[src/rtl/key_conditioner_if.sv]
// Key conditioner port bundle: raw key pins in, debounced levels, edge pulses
// and the SoC reset request out.
interface key_conditioner_if #(
  parameter int KEYS = 4
);
  logic [KEYS-1:0] io_key;
  logic [KEYS-1:0] io_keyLevel;
  logic [KEYS-1:0] io_keyPress;
  logic [KEYS-1:0] io_keyRelease;
  logic            io_sysReset;

  // Board / SoC side
  modport master (
    output io_key,
    input  io_keyLevel, io_keyPress, io_keyRelease, io_sysReset
  );

  // Conditioner side
  modport slave (
    input  io_key,
    output io_keyLevel, io_keyPress, io_keyRelease, io_sysReset
  );
endinterface

[src/rtl/key_conditioner.sv]
// Push-button front end: synchronise, debounce, emit press/release pulses and
// a stretched SoC reset request from power-on or a long press of RESET_KEY.
module key_conditioner #(
  parameter int KEYS                 = 4,
  parameter bit KEY_ACTIVE_LOW       = 1'b1,
  parameter int DEBOUNCE_CYCLES      = 270000,
  parameter int RESET_KEY            = 3,
  parameter int RESET_HOLD_CYCLES    = 27000000,
  parameter int RESET_STRETCH_CYCLES = 1024
) (
  input  logic             io_mainClk,
  input  logic             io_asyncResetn,
  key_conditioner_if.slave bus
);
  localparam int DCW  = $clog2(DEBOUNCE_CYCLES);
  localparam int RMAX = (RESET_HOLD_CYCLES > RESET_STRETCH_CYCLES) ?
                        RESET_HOLD_CYCLES : RESET_STRETCH_CYCLES;
  localparam int RCW  = $clog2(RMAX);

  localparam logic [DCW-1:0] DB_LAST      = DCW'(DEBOUNCE_CYCLES - 1);
  localparam logic [RCW-1:0] HOLD_LAST    = RCW'(RESET_HOLD_CYCLES - 1);
  localparam logic [RCW-1:0] STRETCH_LAST = RCW'(RESET_STRETCH_CYCLES - 1);

  // Polarity is normalised before the synchroniser so every flop resets to "released".
  logic [KEYS-1:0] pressed_d;
  logic [KEYS-1:0] sync1_q, sync2_q;

  assign pressed_d = KEY_ACTIVE_LOW ? ~bus.io_key : bus.io_key;

  always_ff @(posedge io_mainClk or negedge io_asyncResetn) begin
    if (!io_asyncResetn) begin
      sync1_q <= '0;
      sync2_q <= '0;
    end else begin
      sync1_q <= pressed_d;
      sync2_q <= sync1_q;
    end
  end

  logic [KEYS-1:0] level_vec, press_vec, release_vec;

  for (genvar gi = 0; gi < KEYS; gi++) begin : g_key
    logic [DCW-1:0] cnt_q;
    logic           level_q, press_q, release_q;

    always_ff @(posedge io_mainClk or negedge io_asyncResetn) begin
      if (!io_asyncResetn) begin
        cnt_q     <= '0;
        level_q   <= 1'b0;
        press_q   <= 1'b0;
        release_q <= 1'b0;
      end else begin
        press_q   <= 1'b0;
        release_q <= 1'b0;
        if (sync2_q[gi] == level_q) begin
          cnt_q <= '0;
        end else if (cnt_q == DB_LAST) begin
          cnt_q     <= '0;
          level_q   <= sync2_q[gi];
          press_q   <= sync2_q[gi];
          release_q <= ~sync2_q[gi];
        end else begin
          cnt_q <= cnt_q + 1'b1;
        end
      end
    end

    assign level_vec[gi]   = level_q;
    assign press_vec[gi]   = press_q;
    assign release_vec[gi] = release_q;
  end

  assign bus.io_keyLevel   = level_vec;
  assign bus.io_keyPress   = press_vec;
  assign bus.io_keyRelease = release_vec;

  typedef enum logic [1:0] {IDLE, HOLD, STRETCH, WAIT_RELEASE} rst_state_t;

  rst_state_t     state_q;
  logic [RCW-1:0] rcnt_q;
  logic           sys_reset_q;
  logic           hold_key;

  // The FSM watches the registered debounced level, so it lags key events by a cycle.
  assign hold_key = level_vec[RESET_KEY];

  always_ff @(posedge io_mainClk or negedge io_asyncResetn) begin
    if (!io_asyncResetn) begin
      state_q     <= STRETCH;
      rcnt_q      <= '0;
      sys_reset_q <= 1'b1;
    end else begin
      case (state_q)
        IDLE: begin
          if (hold_key) begin
            state_q <= HOLD;
            rcnt_q  <= '0;
          end
        end
        HOLD: begin
          if (!hold_key) begin
            state_q <= IDLE;
          end else if (rcnt_q == HOLD_LAST) begin
            state_q     <= STRETCH;
            rcnt_q      <= '0;
            sys_reset_q <= 1'b1;
          end else begin
            rcnt_q <= rcnt_q + 1'b1;
          end
        end
        STRETCH: begin
          if (rcnt_q == STRETCH_LAST) begin
            rcnt_q      <= '0;
            sys_reset_q <= 1'b0;
            state_q     <= hold_key ? WAIT_RELEASE : IDLE;
          end else begin
            rcnt_q <= rcnt_q + 1'b1;
          end
        end
        WAIT_RELEASE: begin
          if (!hold_key) state_q <= IDLE;
        end
        default: begin
          state_q     <= IDLE;
          sys_reset_q <= 1'b0;
        end
      endcase
    end
  end

  assign bus.io_sysReset = sys_reset_q;
endmodule

[src/flat_wrapper.sv]
// flat-port wrapper written by rule: the top's interface ports become plain ports
module key_conditioner_flat 
#(
  parameter int KEYS                 = 4,
  parameter bit KEY_ACTIVE_LOW       = 1'b1,
  parameter int DEBOUNCE_CYCLES      = 270000,
  parameter int RESET_KEY            = 3,
  parameter int RESET_HOLD_CYCLES    = 27000000,
  parameter int RESET_STRETCH_CYCLES = 1024
)
  (io_mainClk, io_asyncResetn, bus_io_key, bus_io_keyLevel, bus_io_keyPress, bus_io_keyRelease, bus_io_sysReset);
  key_conditioner_if #(.KEYS(KEYS)) bus_i ();
  input  logic io_mainClk;
  input  logic io_asyncResetn;
  input wire logic [$bits(bus_i.io_key)-1:0] bus_io_key;
  output wire logic [$bits(bus_i.io_keyLevel)-1:0] bus_io_keyLevel;
  output wire logic [$bits(bus_i.io_keyPress)-1:0] bus_io_keyPress;
  output wire logic [$bits(bus_i.io_keyRelease)-1:0] bus_io_keyRelease;
  output wire logic [$bits(bus_i.io_sysReset)-1:0] bus_io_sysReset;
  assign bus_i.io_key = bus_io_key;
  assign bus_io_keyLevel = bus_i.io_keyLevel;
  assign bus_io_keyPress = bus_i.io_keyPress;
  assign bus_io_keyRelease = bus_i.io_keyRelease;
  assign bus_io_sysReset = bus_i.io_sysReset;
  key_conditioner #(.KEYS(KEYS), .KEY_ACTIVE_LOW(KEY_ACTIVE_LOW), .DEBOUNCE_CYCLES(DEBOUNCE_CYCLES), .RESET_KEY(RESET_KEY), .RESET_HOLD_CYCLES(RESET_HOLD_CYCLES), .RESET_STRETCH_CYCLES(RESET_STRETCH_CYCLES)) u_core (.io_mainClk(io_mainClk), .io_asyncResetn(io_asyncResetn), .bus(bus_i));
endmodule
[config.mk]
export PLATFORM = sky130hd
export DESIGN_NAME = key_conditioner_flat
export DESIGN_NICKNAME = d
export VERILOG_FILES = /design/src/rtl/key_conditioner_if.sv /design/src/rtl/key_conditioner.sv /design/src/flat_wrapper.sv
export SDC_FILE = /design/constraint.sdc
export NUM_CORES = 1
export LEC_CHECK = 0
export CORE_MARGIN = 3
export CORE_UTILIZATION = 41
export DETAILED_ROUTE_END_ITERATION = 8
export SETUP_SLACK_MARGIN = 0.4
export SLEW_MARGIN = 20
export SYNTH_ARGS = -nofsm -noshare
export SYNTH_HDL_FRONTEND = slang
export SYNTH_SLANG_ARGS = --single-unit
export TNS_END_PERCENT = 20
[constraint.sdc]
create_clock -name io_mainClk -period 3.1 [get_ports io_mainClk]
set_clock_uncertainty 0.1 [all_clocks]
set_input_delay 0.62 -clock io_mainClk [delete_from_list [all_inputs] [get_ports io_mainClk]]
set_output_delay 0.62 -clock io_mainClk [all_outputs]
set_load 0.02 [all_outputs]
Word level (Yosys, flattened, before mapping)
Cells that the tools add are included.
- add/sub/neg operators: 5
- eq/ne operators: 19
- mux-type cells: 40
- bitwise logic cells: 9
- reduce and logical (&&, ||, !) cells: 10
- operators by type and width (operator ; count):
    2-to-1 mux 19 bit ; 8
    2-to-1 mux 25 bit ; 4
    adder 19 x 1 -> 19 bit, second input constant ; 4
    equality test 19 bit, second input constant ; 4
    case mux 25 bit (3 select lines) ; 1
    adder 25 x 1 -> 25 bit, second input constant ; 1
    equality test 25 x 10 -> 1 bit, second input constant ; 1
    equality test 25 bit, second input constant ; 1
    2-to-1 mux 1 bit ; 19
    2-to-1 mux 2 bit ; 6
    inequality test 2 x 1 -> 1 bit, second input constant ; 4
    NOT 1 bit ; 8
    case mux 2 bit (4 select lines) ; 1
    AND reduction 2 bit ; 4
    AND reduction 4 bit ; 2
    equality test 1 bit ; 4
    equality test 2 bit, second input constant ; 2
    NOT 4 bit ; 1
    inequality test 3 bit, second input constant ; 1
    AND reduction 3 bit ; 1
    nonzero test 3 bit ; 1
    equality test 2 x 1 -> 1 bit, second input constant ; 1
    zero test 2 bit ; 1
    inequality test 2 bit, second input constant ; 1
    other kinds (2) ; 2
- register bits after elaboration: 124
- input port bits: 6
- logic and storage cells: 104

Longest topological paths before layout
Gate-level depths: netlist of run 1.
- depth after elaboration: 4
- depth in mapped cells: 8
- mapped depth without buffers: 7

Worst setup path after synthesis of run 1
Ideal clock, no wire load.
- kind: reg-to-reg
- start point: register u_core.rcnt_q[0]
- end point: register u_core.rcnt_q[10]
- setup time: 0.119 ns
- arrival: 1.710 ns
- required time: 2.881 ns
- setup slack: 1.171 ns
- stages on the path, launching flop included: 9
- path buffers: 1
- cells stage by stage: dfrtp_1 ha_1 inv_1 nor4b_4 a31oi_2 o21ai_2 and2_4 buf_8 nor2_2
- longest elaborated chain between the ends: 4
- elaborated cells on any way between the ends: 7
- those cells by class: add/sub: 1; eq/ne: 2; mux: 4
- ends and longest elaborated chain (item ; RTL line ; RTL):
    from (decl) ; key_conditioner.sv:80 ; logic [RCW-1:0] rcnt_q;
    from (signal assigned) ; key_conditioner.sv:108 ; rcnt_q <= rcnt_q + 1'b1;
    from (signal assigned) ; key_conditioner.sv:117 ; rcnt_q <= rcnt_q + 1'b1;
    adder 25 x 1 -> 25 bit or equality test 25 bit (tied branches) ; key_conditioner.sv:108, key_conditioner.sv:117, key_conditioner.sv:103 ;
    2-to-1 mux 25 bit ; key_conditioner.sv:103 ; end else if (rcnt_q == HOLD_LAST) begin
    2-to-1 mux 25 bit ; key_conditioner.sv:101 ; if (!hold_key) begin
    case mux 25 bit (3 select lines) * ; key_conditioner.sv:93 ; case (state_q)
Mark *: on every way between the ends. The rest lies on a longest branch, timed or not. The select of a mux whose other input is x is not followed.
A chain may end at the register's enable or synchronous reset.

Worst setup path after layout of run 1
- start point: register u_core.g_key[3].level_q
- end point: output port bus_io_keyLevel[3]
- RTL lines (item ; RTL line ; RTL):
    from (decl) ; key_conditioner.sv:44 ; logic level_q, press_q, release_q;
    from (signal assigned) ; key_conditioner.sv:59 ; level_q <= sync2_q[gi];
    to (decl) ; flat_wrapper.sv:16 ; output wire logic [$bits(bus_i.io_keyLevel)-1:0] bus_io_keyLevel;
No word-level cell between the ends.

==> results of run 1 <==
## layout make-up
cell class	instances	area, um2	area share [%]
clock inverters	10	118	1.74
well taps	180	225	3.32
repair buffers	21	215	3.18
inverters	15	56.3	0.831
multi-input cells	405	2600	38.3
flip-flops and latches	124	3110	45.8
clock buffers	21	460	6.79
## cells by family (layout without fill, tap and decap cells)
family / count (synthesis) / in the layout / synth area share [%]
xor gates and xnor gates: 91 / 91 / 13.4
buffers and inverters: 42 / 67 / 4.26
adders and majority gates: 10 / 10 / 2.10
muxes: 6 / 6 / 1.11
and+or+nand+nor: 277 / 277 / 24.4
DFF: 124 / 124 / 52.1
AOI/OAI and AO/OA: 21 / 21 / 2.56
## synthesized netlist by cell type (all sizes together), types with 9 or more instances
master,count,area (um2)
and3,23,144
and4,9,81.3
buf,23,183
dfrtp,122,3050
ha,10,125
inv,15,56.3
nand2,38,165
nand3,31,155
nand4,19,119
nor2,111,442
xnor2,31,272
xor2,60,526
## routing by layer
metal  global-route usage, %  vias to the layer above
met5                       0                        -
met4                    5.87                        0
met3                    4.42                       12
met2                    23.3                       40
met1                    19.0                     1963
li1                        -                     1934
## metrics by stage
stage / cell area [um2] / instances / power [uW] / utilization [%] / setup slack [ns]
6_report: 6780 / 776 / 3660 / 48.3 / 0.757
3_5_place_dp: 6190 / 744 / 1770 / 44.1 / 0.907
5_1_grt: 6780 / 776 / 3810 / 48.3 / 0.679
4_1_cts: 6780 / 776 / 3710 / 48.3 / 0.731
2_1_floorplan: 5960 / 571 / 1710 / - / 1.17
3_3_place_gp: 6190 / 744 / 1760 / 44.1 / 0.993
## how the worst max path moves through the flow
| stage | endpoint |
|---|---|
| CTS | bus_io_keyLevel[3] |
| global placement | u_core.rcnt_q[16] |
| global route | bus_io_keyLevel[3] |
| finish | bus_io_keyLevel[3] |
| floorplan | u_core.rcnt_q[10] |
| detailed placement | u_core.rcnt_q[22] |
## power breakdown
part           internal (uW)  switching (uW)
combinational           25.0            57.1
clock                   1220             708
sequential              1640            16.2
## sequential cells by signal (all words and copies together), names as in the netlist
signal	cells
u_core.g_key.level_q	4
u_core.sync1_q	4
u_core.rcnt_q	25
u_core.bus.io_sysReset	1
u_core.state_q	2
u_core.g_key.release_q	4
u_core.sync2_q	4
u_core.g_key.press_q	4
u_core.g_key.cnt_q	76
==> summary.txt, run 1 <==
Clock network
  • CTS tree: yes
  • Clock root cell: clkbuf_16
  • Number of setup buffers added after CTS: 0
  • Clk Latency, worst-skew pair: between 0.4 and 0.5 ns
  • # resized after CTS: 0
  • Longest Clk Path Bufs: 2
  • CTS clk-pin slew, worst paths: roughly 0.060 ns
  • CTS Hold Bufs: 1
  • H-tree levels: 4
  • CTS buffer count: 17
  • # clock sinks: about 120

Global routing
  • Vias in the first global route: about 4.2k
  • Largest net degree at the start of global routing: 72
  • GRT Total Usage: 14.7%
  • Antenna violations before repair: 0
  • Grt ovf: 0
  • First-pass GRT wire length: slightly below 20000 um

Timing
  • Final Hold Fails: 0
  • Final setup vio count: 0
  • Fin crit period: 2.34 ns
  • Max-slew headroom: 58.3%
  • Worst Hold Margin: around 0.25 ns
  • Slew @ Worst Pin: roughly 0.62 ns
  • Unrepaired setup endpoints after global routing: false
  • Final period utilization: around three quarters
  • Final slew viol count: 0
  • Total negative slack: 0 ns
  • Fmax: roughly 430 MHz

Synth
  • Synth Register Bits: between 100 and 150
  • Syn Area/Cell: roughly 10 um2
  • Gate count after technology mapping: between 500 and 600
  • Ys async rst share: 100%
  • Post-synthesis sequential area ratio: 52.1%
  • EDFF count, synth: 0
  • Unique masters post-synth: 47
  • Synth warnings: 0
  • Main synth FF type: dfrtp_1
  • Syn Nets: around 590
  • Syn Std Cell Area: 0.00596 mm2

Cells and area
  • Number of inserted diodes: 0
  • Layout fillers: ~1.3k
  • # nets final: 600
  • Commonest cells after routing, fill and taps aside: dfrtp_1 (122), nor2_1 (101), xor2_1 (60)
  • Commonest non-fill, non-tap cell in the layout: dfrtp_1
  • Share of cells above drive strength 1: 10.6%
  • Area Overhead vs Synth: 13.8%

Setup path
  • Worst R2R Setup Slack: about 0.90 ns
  • Worst r2r src: u_core.rcnt_q[1]
  • CP Data Required Time: 2.38 ns
  • Worst-path cell chain: clkdlybuf4s50_1
  • Worst path arrival time: between 1.5 and 2 ns
  • Crit-path max FO: 11
  • Crit path largest cell delay: 0.70 ns
  • Crit path buf inv count: 1
  • WP depth: 1
  • WS Path Type: reg2out
  • Reg2reg end: u_core.rcnt_q[16]
  • Critical Path Slowest Stage Cell: clkdlybuf4s50_1
  • CP delay by family, top: buffers and inverters
  • Reg2Reg Depth: 7
  • Startpoint types: flop
  • CP startpoint: u_core.g_key[3].level_q
  • Crit. End Element: primary output

Route
  • Routed wire length: approximately 11000 um
  • WL met3: roughly 310 um
  • Wire per inst: approximately 14 um
  • Detailed Routing Iterations Pass 1: 6
  • Via total after detailed routing: approximately 4k
  • Number of vias per cell: 5.09
  • Metal2 WL: 5070 um
  • DRC Markers: 0
  • ANT nets after route: 0
  • Met1 WL: 5100 um
  • Max layer used: met4
  • Iteration-0 DRC Markers: 232

Outcome
  • Status: finished clean

Pwr
  • Peak supply drop: between 300 and 400 uV
  • PD cells: 540 mW/mm2
  • Leak Pwr: between 0.002 and 0.003 uW

Floorplanning
  • Die width: approximately 130 um
  • Core area: 0.0140 mm2
  • Site row count: 43
  • Chip Height: ~130 um
  • Die area: about 0.016 mm2
  • # IOs: 19
  • Initial Utilization: between 40% and 50%

Placement
  • DP HPWL: roughly 7000 um
  • Final GP Congestion: slightly below 0.8
  • IO Port Bufs: 18

Job
  • Max-Cap Viols: 0

Worst hold path
  • Worst Hold End: u_core.sync2_q[1]
  • Hold Crit Start: u_core.sync1_q[1]
  • Worst Hold Depth: 0
  • Hold Path Class: reg2reg
No activity file was read; power rests on OpenSTA's default activity.
==> inputs of run 2 (changes only) <==
==> constraint.sdc (replaced) <==
create_clock -name io_mainClk -period 2.23 [get_ports io_mainClk]
set_clock_uncertainty 0.1 [all_clocks]
set_input_delay 0.446 -clock io_mainClk [delete_from_list [all_inputs] [get_ports io_mainClk]]
set_output_delay 0.446 -clock io_mainClk [all_outputs]
set_load 0.02 [all_outputs]
==> summary.txt, run 2 (same netlist as run 1, synthesis figures left out) <==
Outcome
  • Status: finished with violations
  • Violated checks: hold timing

Placement
  • Final GP Congestion: 0.839 (+9.0%)
  • IO Port Bufs: 18 (unchanged)
  • DP HPWL: 6820 um (-1.0%)
  • Placed cells: 747 (+0.40%)

Global routing
  • GRT busiest layer: met2
  • Grt met2 use: 21.9% (-1.4 points)
  • Antenna violations before repair: 0 (unchanged)
  • Largest net degree at the start of global routing: 125 (+74%)
  • GRT Total Usage: 14.6% (-0.096 points)
  • GR Util met3: 4.84% (+0.42 points)
  • GR Util met1: 19.7% (+0.65 points)
  • Vias in the first global route: 4042 (-3.8%)
  • Grt ovf: 0 (unchanged)
  • First-pass GRT wire length: 19000 um (-1.4%)

Cells and area
  • Area Overhead vs Synth: 18.6%
  • Commonest cells after routing, fill and taps aside: dfrtp_1 (122), nor2_1 (93), xor2_1 (60)
  • Biggest register: u_core.g_key.cnt_q
  • # nets final: 622 (+3.7%)
  • Layout fillers: 1221 (-5.7%)
  • Share of cells above drive strength 1: 18.2% (+7.6 points)
  • Max FFs per register: 76 (unchanged)
  • Number of inserted diodes: 0 (unchanged)
  • Largest registers: u_core.g_key.cnt_q (76), u_core.rcnt_q (25)
  • Finished Layout Cells: 797 (+2.7%)
  • Commonest non-fill, non-tap cell in the layout: dfrtp_1

Route
  • DRC Markers: 0 (unchanged)
  • Iteration-0 DRC Markers: 273 (+18%)
  • ANT nets after route: 0 (unchanged)
  • Wire per inst: 14.2 um (+3.6%)
  • Detailed Routing Iterations Pass 1: 4 (-2)
  • Routed wire length: 11300 um (+6.4%)
  • Via total after detailed routing: 4075 (+3.2%)
  • Number of vias per cell: 5.11 (+0.47%)

Setup path
  • Startpoint types: flop
  • Crit-path max FO: 6 (-5)
  • WS Path Type: reg2reg
  • Critical Path Slowest Stage Cell: dfrtp_1
  • Crit path largest cell delay: 0.42 ns (-0.28 ns)
  • Crit. End Element: flop
  • Worst path arrival time: 2.24 ns (+0.62 ns)
  • Worst-path cell chain: nor4b_1 > and4_1 > a31oi_4 > o21ai_4 > buf_6 > and2_4 > nor2_2
  • Crit path buf inv count: 1 (unchanged)
  • CP delay by family, top: simple AND/OR/NAND/NOR gates
  • CP Data Required Time: 2.43 ns (+0.05 ns)

Clock network
  • CTS clk-pin slew, worst paths: 0.06 ns (about the same)
  • Clock root cell: clkbuf_16
  • CTS tree: yes
  • Clk Latency, worst-skew pair: 0.41 ns (about the same)
  • CTS Hold Bufs: 0 (-1)
  • Longest Clk Path Bufs: 2 (unchanged)
  • CTS buffer count: 17 (unchanged)
  • # clock sinks: 124 (unchanged)
  • H-tree levels: 4 (unchanged)

Timing
  • Worst Hold Margin: -0.0629 ns (-0.309 ns)
  • Fin crit period: about 2 ns
  • Max-slew headroom: 50.5% (-7.8 points)
  • Unrepaired setup endpoints after global routing: true
  • Final period utilization: ~90%
  • Final Hold Fails: 15 (+15)
  • Total negative slack: 0 ns (unchanged)
  • Final setup vio count: 0 (unchanged)
  • Final slew viol count: 0 (unchanged)
  • Slew @ Worst Pin: 0.742 ns (+0.122 ns)
  • Fmax: ~490 MHz

Pwr
  • Leak Pwr: 0.00310 uW (+4.7%)
  • PD cells: 708 mW/mm2 (+31%)
  • Peak supply drop: 547 uV (+41%)

Job
  • Max-Cap Viols: 0 (unchanged)

Floorplanning
  • Site row count: 43 (unchanged)
  • Chip Height: 127 um (unchanged)
  • # IOs: 19 (unchanged)
  • Core area: 0.0140 mm2 (unchanged)
  • Die width: 127 um (unchanged)
  • Die area: 0.0160 mm2 (unchanged)
  • Initial Utilization: 42.4% (unchanged)

Worst hold path
  • Hold Path Class: in2async
-- run 2: layout make-up --
| class | instances | area (um2) | area share (%) |
|---|---|---|---|
| sequential | 124 | 3110 | 44.0 |
| multi-input combinational | 411 | 2790 | 39.5 |
| clock buffer | 21 | 450 | 6.38 |
| timing repair buffer | 37 | 338 | 4.78 |
| tap | 180 | 225 | 3.19 |
| clock inverter | 9 | 97.6 | 1.38 |
| inverter | 15 | 56.3 | 0.797 |
-- run 2: final timing paths --
check                      depth (start not counted)                  endpoint               from  slack (ns)
max                                                7          u_core.rcnt_q[8]   u_core.rcnt_q[9]        0.19
min                                                2  u_core.g_key[1].cnt_q[6]     io_asyncResetn       -0.06
max reg2reg                                        7          u_core.rcnt_q[8]   u_core.rcnt_q[9]        0.19
min reg2reg                                        0         u_core.sync2_q[3]  u_core.sync1_q[3]        0.24
max in group asynchronous                          2         u_core.rcnt_q[16]     io_asyncResetn        1.47
min in group io_mainClk                            0         u_core.sync2_q[3]  u_core.sync1_q[3]        0.24
-- run 2: metal layers --
layer | up-vias | part of all wire [%]
li1 | 1978 | -
met2 | 57 | 47
met3 | 6 | 3.3
met4 | 0 | 0.69
met5 | - | 0
met1 | 2034 | 49
-- run 2: stage by stage --
step / hold slack (ns) / power [uW] / util [%] / instance area (um2) / worst slack [ns]
floorplan: 0.0504 / 2380 / - / 5960 / 0.371
global placement: 0.234 / 2450 / 44.3 / 6210 / 0.200
detailed placement: 0.235 / 2450 / 44.3 / 6210 / 0.112
CTS: 0.0597 / 5070 / 48.9 / 6860 / 0.191
global route: 0.0926 / 5210 / 50.3 / 7070 / 0.123
finish: -0.0629 / 5000 / 50.3 / 7070 / 0.192
-- run 2: what timing repair did --
action / CTS / global route
cloned: 4 / 2
gates resized for setup: 15 / 29
setup buffers: 5 / 9
endpoints found under the setup margin: 120 / 129
pin swaps: 16 / 11
-- run 2: where the power goes --
| group | switching (uW) | internal [uW] |
|---|---|---|
| combinational | 84.2 | 36.3 |
| clock | 934 | 1650 |
| sequential | 23.1 | 2280 |
